[config.mk]
export PLATFORM = sky130hd
export DESIGN_NAME = mem_access_stage_flat
export DESIGN_NICKNAME = d
export VERILOG_FILES = /design/src/rtl/mem_access_stage_if.sv /design/src/rtl/mem_access_stage.sv /design/src/flat_wrapper.sv
export SDC_FILE = /design/constraint.sdc
export NUM_CORES = 1
export LEC_CHECK = 0
export CORE_ASPECT_RATIO = 0.7
export CORE_MARGIN = 10
export CORE_UTILIZATION = 48
export DETAILED_ROUTE_END_ITERATION = 16
export GPL_ROUTABILITY_DRIVEN = 0
export GPL_TIMING_DRIVEN = 1
export PLACE_DENSITY = 0.86
export SKIP_LAST_GASP = 1
export SYNTH_ARGS = -nofsm -noshare
export SYNTH_HDL_FRONTEND = slang
export SYNTH_SLANG_ARGS = --single-unit
[constraint.sdc]
create_clock -name Clk -period 4.69 [get_ports Clk]
set_input_delay 1.407 -clock Clk [delete_from_list [all_inputs] [get_ports Clk]]
set_output_delay 1.407 -clock Clk [all_outputs]
set_load 0.01 [all_outputs]
[src/rtl/mem_access_stage_if.sv]
// Data-memory bus between the MEM stage and data memory.
//   master (MEM stage): drives Dm_req/Dm_we/Dm_addr/Dm_be/Dm_wdata, receives Dm_ack/Dm_rdata
//   slave  (memory)   : the mirror image
// Dm_addr is a word address (byte address [31:2]).
// Dm_ack is a one-cycle strobe, and Dm_rdata is valid with it.
interface mem_access_stage_if;
  logic        Dm_req;
  logic        Dm_we;
  logic [29:0] Dm_addr;
  logic [3:0]  Dm_be;
  logic [31:0] Dm_wdata;
  logic        Dm_ack;
  logic [31:0] Dm_rdata;

  modport master (
    output Dm_req, Dm_we, Dm_addr, Dm_be, Dm_wdata,
    input  Dm_ack, Dm_rdata
  );

  modport slave (
    input  Dm_req, Dm_we, Dm_addr, Dm_be, Dm_wdata,
    output Dm_ack, Dm_rdata
  );
endinterface

[src/rtl/mem_access_stage.sv]
// MEM-stage data-memory access unit.
// It runs one req/ack bus transaction per load or store that sits in MEM.
// It lane-aligns store data and sign- or zero-extends load data.
// Mem_Stall freezes the upstream pipeline and Mem_Wr while a transaction is in flight.
//
// Ports:
//   Clk, Rst_n          clock (rising edge) and asynchronous active-low reset
//   Mem_alu_result      effective byte address
//   Mem_busB            store data
//   Mem_MemRead/Write   access type; a store wins when both are high
//   Mem_MemSize         00 byte, 01 half, 10/11 word
//   Mem_MemSign         1 = sign-extend the load
//   Mem_dout            formatted load data, held between loads
//   Mem_Stall           combinational pipeline freeze
//   Mem_BusErr          one-cycle pulse when the bus times out
//   Mem_AddrErr         misaligned access (only with MISALIGN_TRAP_EN)
//   dm                  data-memory bus (mem_access_stage_if.master)
//
// Build option: define MISALIGN_TRAP_EN to trap misaligned half/word accesses.
// When it is undefined, the low address bits are simply ignored for half and word accesses.
module mem_access_stage #(
  parameter int TIMEOUT_CYCLES = 255,
  parameter int CNT_W          = 8
) (
  input  logic                     Clk,
  input  logic                     Rst_n,
  input  logic [31:0]              Mem_alu_result,
  input  logic [31:0]              Mem_busB,
  input  logic                     Mem_MemRead,
  input  logic                     Mem_MemWrite,
  input  logic [1:0]               Mem_MemSize,
  input  logic                     Mem_MemSign,
  output logic [31:0]              Mem_dout,
  output logic                     Mem_Stall,
  output logic                     Mem_BusErr,
  output logic                     Mem_AddrErr,
  mem_access_stage_if.master       dm
);

  typedef enum logic [1:0] {S_IDLE, S_WAIT, S_DONE} state_e;

  state_e            state_q, state_d;
  logic [CNT_W-1:0]  cnt_q;
  logic              req_q, we_q, buserr_q;
  logic [29:0]       addr_q;
  logic [3:0]        be_q;
  logic [31:0]       wdata_q, dout_q;
  // Load-format context captured at issue; it is used when the ack arrives.
  logic              ld_q, sign_q;
  logic [1:0]        lo_q, size_q;

  logic access, misalign, stall, issue, fin_ack, fin_to;

  assign access = Mem_MemRead | Mem_MemWrite;

`ifdef MISALIGN_TRAP_EN
  assign misalign = access &
                    (((Mem_MemSize == 2'b01) & Mem_alu_result[0]) |
                     (Mem_MemSize[1] & (Mem_alu_result[1:0] != 2'b00)));
`else
  assign misalign = 1'b0;
`endif

  assign Mem_AddrErr = misalign;

  // ---------------- store lane formatting ----------------
  logic [3:0][7:0] bb, st_wd;
  logic [3:0]      st_be;
  assign bb = Mem_busB;

  for (genvar g = 0; g < 4; g++) begin : g_lane
    assign st_wd[g] = (Mem_MemSize == 2'b00) ? bb[0]   :
                      (Mem_MemSize == 2'b01) ? bb[g%2] : bb[g];
  end

  always_comb begin
    st_be = 4'b1111;
    if (Mem_MemWrite) begin
      unique case (Mem_MemSize)
        2'b00:   st_be = 4'b0001 << Mem_alu_result[1:0];
        2'b01:   st_be = Mem_alu_result[1] ? 4'b1100 : 4'b0011;
        default: st_be = 4'b1111;
      endcase
    end
  end

  // ---------------- load formatting ----------------
  logic [3:0][7:0] rb;
  logic [7:0]      ld_b;
  logic [15:0]     ld_h;
  logic [31:0]     ld_fmt;
  assign rb   = dm.Dm_rdata;
  assign ld_b = rb[lo_q];
  assign ld_h = lo_q[1] ? {rb[3], rb[2]} : {rb[1], rb[0]};

  always_comb begin
    unique case (size_q)
      2'b00:   ld_fmt = {{24{sign_q & ld_b[7]}}, ld_b};
      2'b01:   ld_fmt = {{16{sign_q & ld_h[15]}}, ld_h};
      default: ld_fmt = dm.Dm_rdata;
    endcase
  end

  // ---------------- FSM ----------------
  always_ff @(posedge Clk or negedge Rst_n) begin
    if (!Rst_n) state_q <= S_IDLE;
    else        state_q <= state_d;
  end

  always_comb begin
    state_d = state_q;
    stall   = 1'b0;
    issue   = 1'b0;
    fin_ack = 1'b0;
    fin_to  = 1'b0;
    unique case (state_q)
      S_IDLE: begin
        if (access && !misalign) begin
          stall   = 1'b1;
          issue   = 1'b1;
          state_d = S_WAIT;
        end
      end
      S_WAIT: begin
        stall = 1'b1;
        // The ack takes priority over a timeout in the same cycle.
        if (dm.Dm_ack) begin
          fin_ack = 1'b1;
          state_d = S_DONE;
        end else if (cnt_q == CNT_W'(TIMEOUT_CYCLES - 1)) begin
          fin_to  = 1'b1;
          state_d = S_DONE;
        end
      end
      // The inputs still show the finished instruction, so the FSM must not reissue.
      S_DONE:  state_d = S_IDLE;
      default: state_d = S_IDLE;
    endcase
  end

  // Gate the stall with reset so the pipeline is released as soon as reset asserts,
  // even though the inputs still show an access.
  assign Mem_Stall = stall & Rst_n;

  // ---------------- datapath ----------------
  always_ff @(posedge Clk or negedge Rst_n) begin
    if (!Rst_n) begin
      cnt_q    <= '0;
      req_q    <= 1'b0;
      we_q     <= 1'b0;
      addr_q   <= '0;
      be_q     <= '0;
      wdata_q  <= '0;
      dout_q   <= '0;
      buserr_q <= 1'b0;
      ld_q     <= 1'b0;
      sign_q   <= 1'b0;
      lo_q     <= '0;
      size_q   <= '0;
    end else begin
      buserr_q <= fin_to;
      if (issue) begin
        cnt_q   <= '0;
        req_q   <= 1'b1;
        we_q    <= Mem_MemWrite;
        addr_q  <= Mem_alu_result[31:2];
        be_q    <= st_be;
        wdata_q <= Mem_MemWrite ? st_wd : 32'h0;
        ld_q    <= ~Mem_MemWrite;
        sign_q  <= Mem_MemSign;
        lo_q    <= Mem_alu_result[1:0];
        size_q  <= Mem_MemSize;
      end else if (state_q == S_WAIT) begin
        cnt_q <= cnt_q + CNT_W'(1);
      end
      if (fin_ack) begin
        req_q <= 1'b0;
        if (ld_q) dout_q <= ld_fmt;
      end
      if (fin_to) begin
        req_q <= 1'b0;
        if (ld_q) dout_q <= 32'h0;
      end
    end
  end

  assign Mem_dout    = dout_q;
  assign Mem_BusErr  = buserr_q;
  assign dm.Dm_req   = req_q;
  assign dm.Dm_we    = we_q;
  assign dm.Dm_addr  = addr_q;
  assign dm.Dm_be    = be_q;
  assign dm.Dm_wdata = wdata_q;

endmodule

[src/flat_wrapper.sv]
// flat-port wrapper written by rule: the top's interface ports become plain ports
module mem_access_stage_flat 
#(
  parameter int TIMEOUT_CYCLES = 255,
  parameter int CNT_W          = 8
)
  (Clk, Rst_n, Mem_alu_result, Mem_busB, Mem_MemRead, Mem_MemWrite, Mem_MemSize, Mem_MemSign, Mem_dout, Mem_Stall, Mem_BusErr, Mem_AddrErr, dm_Dm_req, dm_Dm_we, dm_Dm_addr, dm_Dm_be, dm_Dm_wdata, dm_Dm_ack, dm_Dm_rdata);
  mem_access_stage_if dm_i ();
  input  logic Clk;
  input  logic Rst_n;
  input  logic [31:0] Mem_alu_result;
  input  logic [31:0] Mem_busB;
  input  logic Mem_MemRead;
  input  logic Mem_MemWrite;
  input  logic [1:0] Mem_MemSize;
  input  logic Mem_MemSign;
  output logic [31:0] Mem_dout;
  output logic Mem_Stall;
  output logic Mem_BusErr;
  output logic Mem_AddrErr;
  output wire logic [$bits(dm_i.Dm_req)-1:0] dm_Dm_req;
  output wire logic [$bits(dm_i.Dm_we)-1:0] dm_Dm_we;
  output wire logic [$bits(dm_i.Dm_addr)-1:0] dm_Dm_addr;
  output wire logic [$bits(dm_i.Dm_be)-1:0] dm_Dm_be;
  output wire logic [$bits(dm_i.Dm_wdata)-1:0] dm_Dm_wdata;
  input wire logic [$bits(dm_i.Dm_ack)-1:0] dm_Dm_ack;
  input wire logic [$bits(dm_i.Dm_rdata)-1:0] dm_Dm_rdata;
  assign dm_Dm_req = dm_i.Dm_req;
  assign dm_Dm_we = dm_i.Dm_we;
  assign dm_Dm_addr = dm_i.Dm_addr;
  assign dm_Dm_be = dm_i.Dm_be;
  assign dm_Dm_wdata = dm_i.Dm_wdata;
  assign dm_i.Dm_ack = dm_Dm_ack;
  assign dm_i.Dm_rdata = dm_Dm_rdata;
  mem_access_stage #(.TIMEOUT_CYCLES(TIMEOUT_CYCLES), .CNT_W(CNT_W)) u_core (.Clk(Clk), .Rst_n(Rst_n), .Mem_alu_result(Mem_alu_result), .Mem_busB(Mem_busB), .Mem_MemRead(Mem_MemRead), .Mem_MemWrite(Mem_MemWrite), .Mem_MemSize(Mem_MemSize), .Mem_MemSign(Mem_MemSign), .Mem_dout(Mem_dout), .Mem_Stall(Mem_Stall), .Mem_BusErr(Mem_BusErr), .Mem_AddrErr(Mem_AddrErr), .dm(dm_i));
endmodule
# After elaboration in Yosys (flattened, before gate mapping)
# Cells that the tools add are included.
# totals
reg_bits	117
input_bits	104
# classes
n_mux	34
order_cmp	1
n_eq_ne	6
bitwise	5
reduce_logical	6
shifts	1
add_sub_neg	1
# ops
operator	n
$mux W32	5
$mux W8	8
$pmux W32 S2	1
$bmux W8 S2	1
$mux W16	1
$mux W1	10
$add A8 B1 Y8 const B	1
$eq A8 B8 Y1 const B	1
$mux W4	2
$pmux W4 S2	1
$eq A2 B1 Y1 const B	3
$logic_not A2 Y1	3
$mux W2	3
$pmux W2 S2	1
$shl A1 B2 Y4 const A	1
$and A1 B1 Y1	3
$lt A2 B3 Y1 const B	1
$ne A3 B2 Y1 const B	1
$reduce_bool A3 Y1	1
$ne A2 B1 Y1 const B	1
$pmux W1 S2	1
$reduce_and A2 Y1	1
$reduce_bool A2 Y1	1
$not A1 Y1	1
$or A1 B1 Y1	1

# Depth between registers and ports, before layout
# logic_depth
word_depth	8
ltp_mapped	7
mapped_depth_nobuf	6

# Least setup slack after synthesis
# OpenSTA, ideal clock, no wires.
# synth_timing
kind	input to output
startpoint	input port Mem_MemWrite
endpoint	output port Mem_Stall
stages	4
required_time_ns	3.283
path_slack_ns	1.254
arrival_time_ns	2.029
cell_sequence	o21a_1 > clkbuf_1 > nor2_1 > nor3b_1
# synth_via
elab_chain_cells	4
# synth_rtl
element	line_no	source
from (decl)	flat_wrapper.sv:14	input logic Mem_MemWrite;
$or A1 B1 Y1	mem_access_stage.sv:54	assign access = Mem_MemRead | Mem_MemWrite;
$mux W1	mem_access_stage.sv:118	if (access && !misalign) begin
$pmux W1 S2	mem_access_stage.sv:116	unique case (state_q)
$and A1 B1 Y1	mem_access_stage.sv:143	assign Mem_Stall = stall & Rst_n;
to (decl)	flat_wrapper.sv:18	output logic Mem_Stall;
# Every way passes these cells.

# Worst setup path in the final report
# Same ends and word-level chain as after synthesis.

==> out/qor.txt <==
Clk network pwr share -> 0.226
Horiz. Die Dim -> 147.5 µm
Net switching power -> 1.991 mW
Yosys warns -> 0
Synthesized flop and latch total -> 117
Total power per unit cell area -> 672.9 mW/mm²
Hold WC Path Type -> flop to flop
Fin util -> 0.7391
Sequential power share -> 0.324
Clk pin slew, worst setup/hold paths -> 0.05 ns
Worst VDD drop -> 0.0003420 V
Remaining DRCs -> 0
First-pass GRT wire length -> 28.81 mm
Slowest CP cell -> clkdlybuf4s50_1
Drt initial violations -> 439
Std cell rows -> 32
Post-synth EDFFs -> 0
Post CTS Setup Buffer Count -> 0
P_int -> 3.505 mW
Vias in the first global route -> 5160
Die area -> 0.01611 mm²
Post-CTS Resized -> 0
Crit path cell chain -> clkdlybuf4s50_1 > o21a_1 > nor2_1 > nor3b_1 > clkdlybuf4s50_1
Final wirelength -> 18.13 mm
Total negative setup slack -> 0 ns
Tot GR Track Use -> 0.2259
Skew-Pair Late Insertion Delay -> 0.41 ns
CTS Hold Bufs -> 0
Synthesized cell area -> 0.005461 mm²
Logic pwr share -> 0.450
CP required -> 3.28 ns
Distinct cell type count after synthesis -> 45
Post-Route Skew -> 0.01004 ns
Critical path fanouts, max -> 4
Seq/Total Area, Yosys -> 0.5361
CTS Buffer Depth -> 2
Antenna violations before repair -> 0
Fmax -> 227.9 MHz
Num Clock Sinks -> 117
1st-pass router iterations -> 5
Layout Area Growth over Synthesis -> 49.55%
Via-per-instance ratio -> 5.521
Final setup fails -> 0
H-tree levels -> 4
Die H -> 109.2 µm
RSZ-0062 raised after global routing -> false
Syn_area_per_cell -> 9.615 µm²
Final worst path period need -> 4.387 ns
Fin. Hold Viols -> 0
DR WL/cell -> 19.60 µm
Ys flop type -> dfrtp_1
Static Leakage -> 3.569 nW
Worst slew pin tran -> 0.8745 ns
Fraction of layout cells with a size suffix above 1 -> 0.07513
Mapped Nets -> 674
Routed via count -> 5107
Largest net degree at the start of global routing -> 63
CTS Buf Count -> 17
Crit path buffers/inverters -> 2
Crit path top cell by count -> clkdlybuf4s50_1
Worst slew margin -> 0.4156
Antenna viol nets, final -> 0
Final period util -> 0.9354
CP top delay family -> buffers and inverters
Grt total ovfl -> 0
Crit path kind -> input pin to output pin
Sw Share -> 0.3623
Core area -> 0.01105 mm²
CTS root buf -> clkbuf_16
Async SR Flop Fraction -> 1.000
Nature of the critical path startpoint -> input pin
Final nets -> 867
# IOs -> 207
Syn Inst Count -> 568
PortBufs -> 205
Inserted Diodes -> 0
Hpwl dp -> 13.34 mm
CP max stage delay -> 0.58 ns
CP endpoint kind -> output pin
Max-Cap Viols -> 0
Fin. max-slew vios -> 0
CP arrival -> 2.98 ns
Status -> complete, no violations
Starting Density -> 0.4942
CTS tree -> done
[routing by layer]
metal / vias up / track usage / part of all wire
met3: 19 / 0.1026 / 0.11
li1: 2361 / - / -
met1: 2503 / 0.2775 / 0.43
met4: 0 / 0.07969 / 0.015
met5: - / 0 / 0
met2: 224 / 0.3476 / 0.45
[cells in the mapped netlist (all sizes together), types with 2 or more instances]
| master | number | share of area |
|---|---|---|
| a21oi | 61 | 0.063 |
| a22o | 8 | 0.013 |
| a32o | 8 | 0.015 |
| and2 | 2 | 0.0023 |
| and3 | 3 | 0.0034 |
| buf | 21 | 0.021 |
| clkbuf | 18 | 0.012 |
| dfrtp | 117 | 0.54 |
| ha | 2 | 0.0046 |
| inv | 6 | 0.0041 |
| mux2 | 2 | 0.0048 |
| mux2i | 40 | 0.073 |
| nand2 | 153 | 0.11 |
| nand2b | 10 | 0.011 |
| nand3 | 10 | 0.010 |
| nand4 | 2 | 0.0023 |
| nor2 | 21 | 0.015 |
| nor2b | 2 | 0.0023 |
| nor3b | 2 | 0.0027 |
| o211ai | 2 | 0.0027 |
| o21a | 2 | 0.0027 |
| o21ai | 43 | 0.039 |
| o22ai | 11 | 0.014 |
| o31ai | 2 | 0.0027 |
| o32a | 8 | 0.015 |
| xor2 | 2 | 0.0032 |
[stage by stage]
step | instance area (µm²) | setup slack, ns | std cells | hold slack, ns | total power, mW
2_1_floorplan | 5461 | 1.254 | 568 | 0.4452 | 2.962
3_3_place_gp | 7604 | 0.3480 | 895 | 0.4568 | 4.169
3_5_place_dp | 7604 | 0.3314 | 895 | 0.4617 | 4.265
4_1_cts | 8168 | 0.3250 | 925 | 0.4781 | 5.532
5_1_grt | 8168 | 0.2374 | 925 | 0.4972 | 5.840
6_report | 8168 | 0.3028 | 925 | 0.4704 | 5.496
[layout by cell type, fill, tap and decap left out, types with 11 or more instances in the layout]
master           instances
clkdlybuf4s50_1        204
o21ai_0                 40
nand2_1                153
a21oi_1                 50
mux2i_1                 40
a21oi_2                 11
nor2_1                  20
clkbuf_16               17
dfrtp_1                117
[power groups by stage]
stage | Combinational [mW] | Clock (mW) | Sequential [mW]
after floorplan | 1.03 | 0 | 1.94
after global placement | 2.41 | 0 | 1.76
after detailed placement | 2.48 | 0 | 1.79
after CTS | 2.50 | 1.26 | 1.78
after global routing | 2.69 | 1.30 | 1.84
final | 2.47 | 1.24 | 1.78
[worst paths after layout]
path	endpoint	cells after the start	slack, ns	startpoint
worst min-delay path	u_core.dm.Dm_addr[22]	2	0.47	u_core.dm.Dm_addr[22]
worst max register to register	flop	4	2.40	u_core.state_q[0]
max in group asynchronous	u_core.dm.Dm_be[0]	3	2.21	Rst_n
min in group asynchronous	async pin	2	1.16	Rst_n
worst max-delay path	Mem_Stall	5	0.30	Mem_MemWrite
worst min register to register	u_core.dm.Dm_addr[22]	2	0.47	u_core.dm.Dm_addr[22]
[final cells by class]
| class | count | area [µm²] |
|---|---|---|
| inverter | 6 | 22.52 |
| sequential | 117 | 2928 |
| clock inverter | 10 | 107.6 |
| clock buffer | 20 | 456.7 |
| multi-input combinational | 406 | 2340 |
| fill | 788 | 2883 |
| timing repair buffer | 213 | 2122 |
| tap | 153 | 191.4 |
[cell families (layout without fill, tap and decap cells)]
kind of cell	after synthesis	after routing	synth area share
AOI/OAI and AO/OA	149	149	0.1766
muxes	42	42	0.07812
other	1	1	0.0006866
adders and majority gates	2	2	0.004581
DFF	117	117	0.5361
xor gates and xnor gates	2	2	0.003208
buffers and inverters	45	249	0.03757
and+or+nand+nor	210	210	0.1631
[worst min-delay path, cell delays in order, from the launching register on]
cell and delay, ns:
dfrtp_1 0.34, nand2_1 0.05, nand2_1 0.05
(Power assumes the default switching activity.)
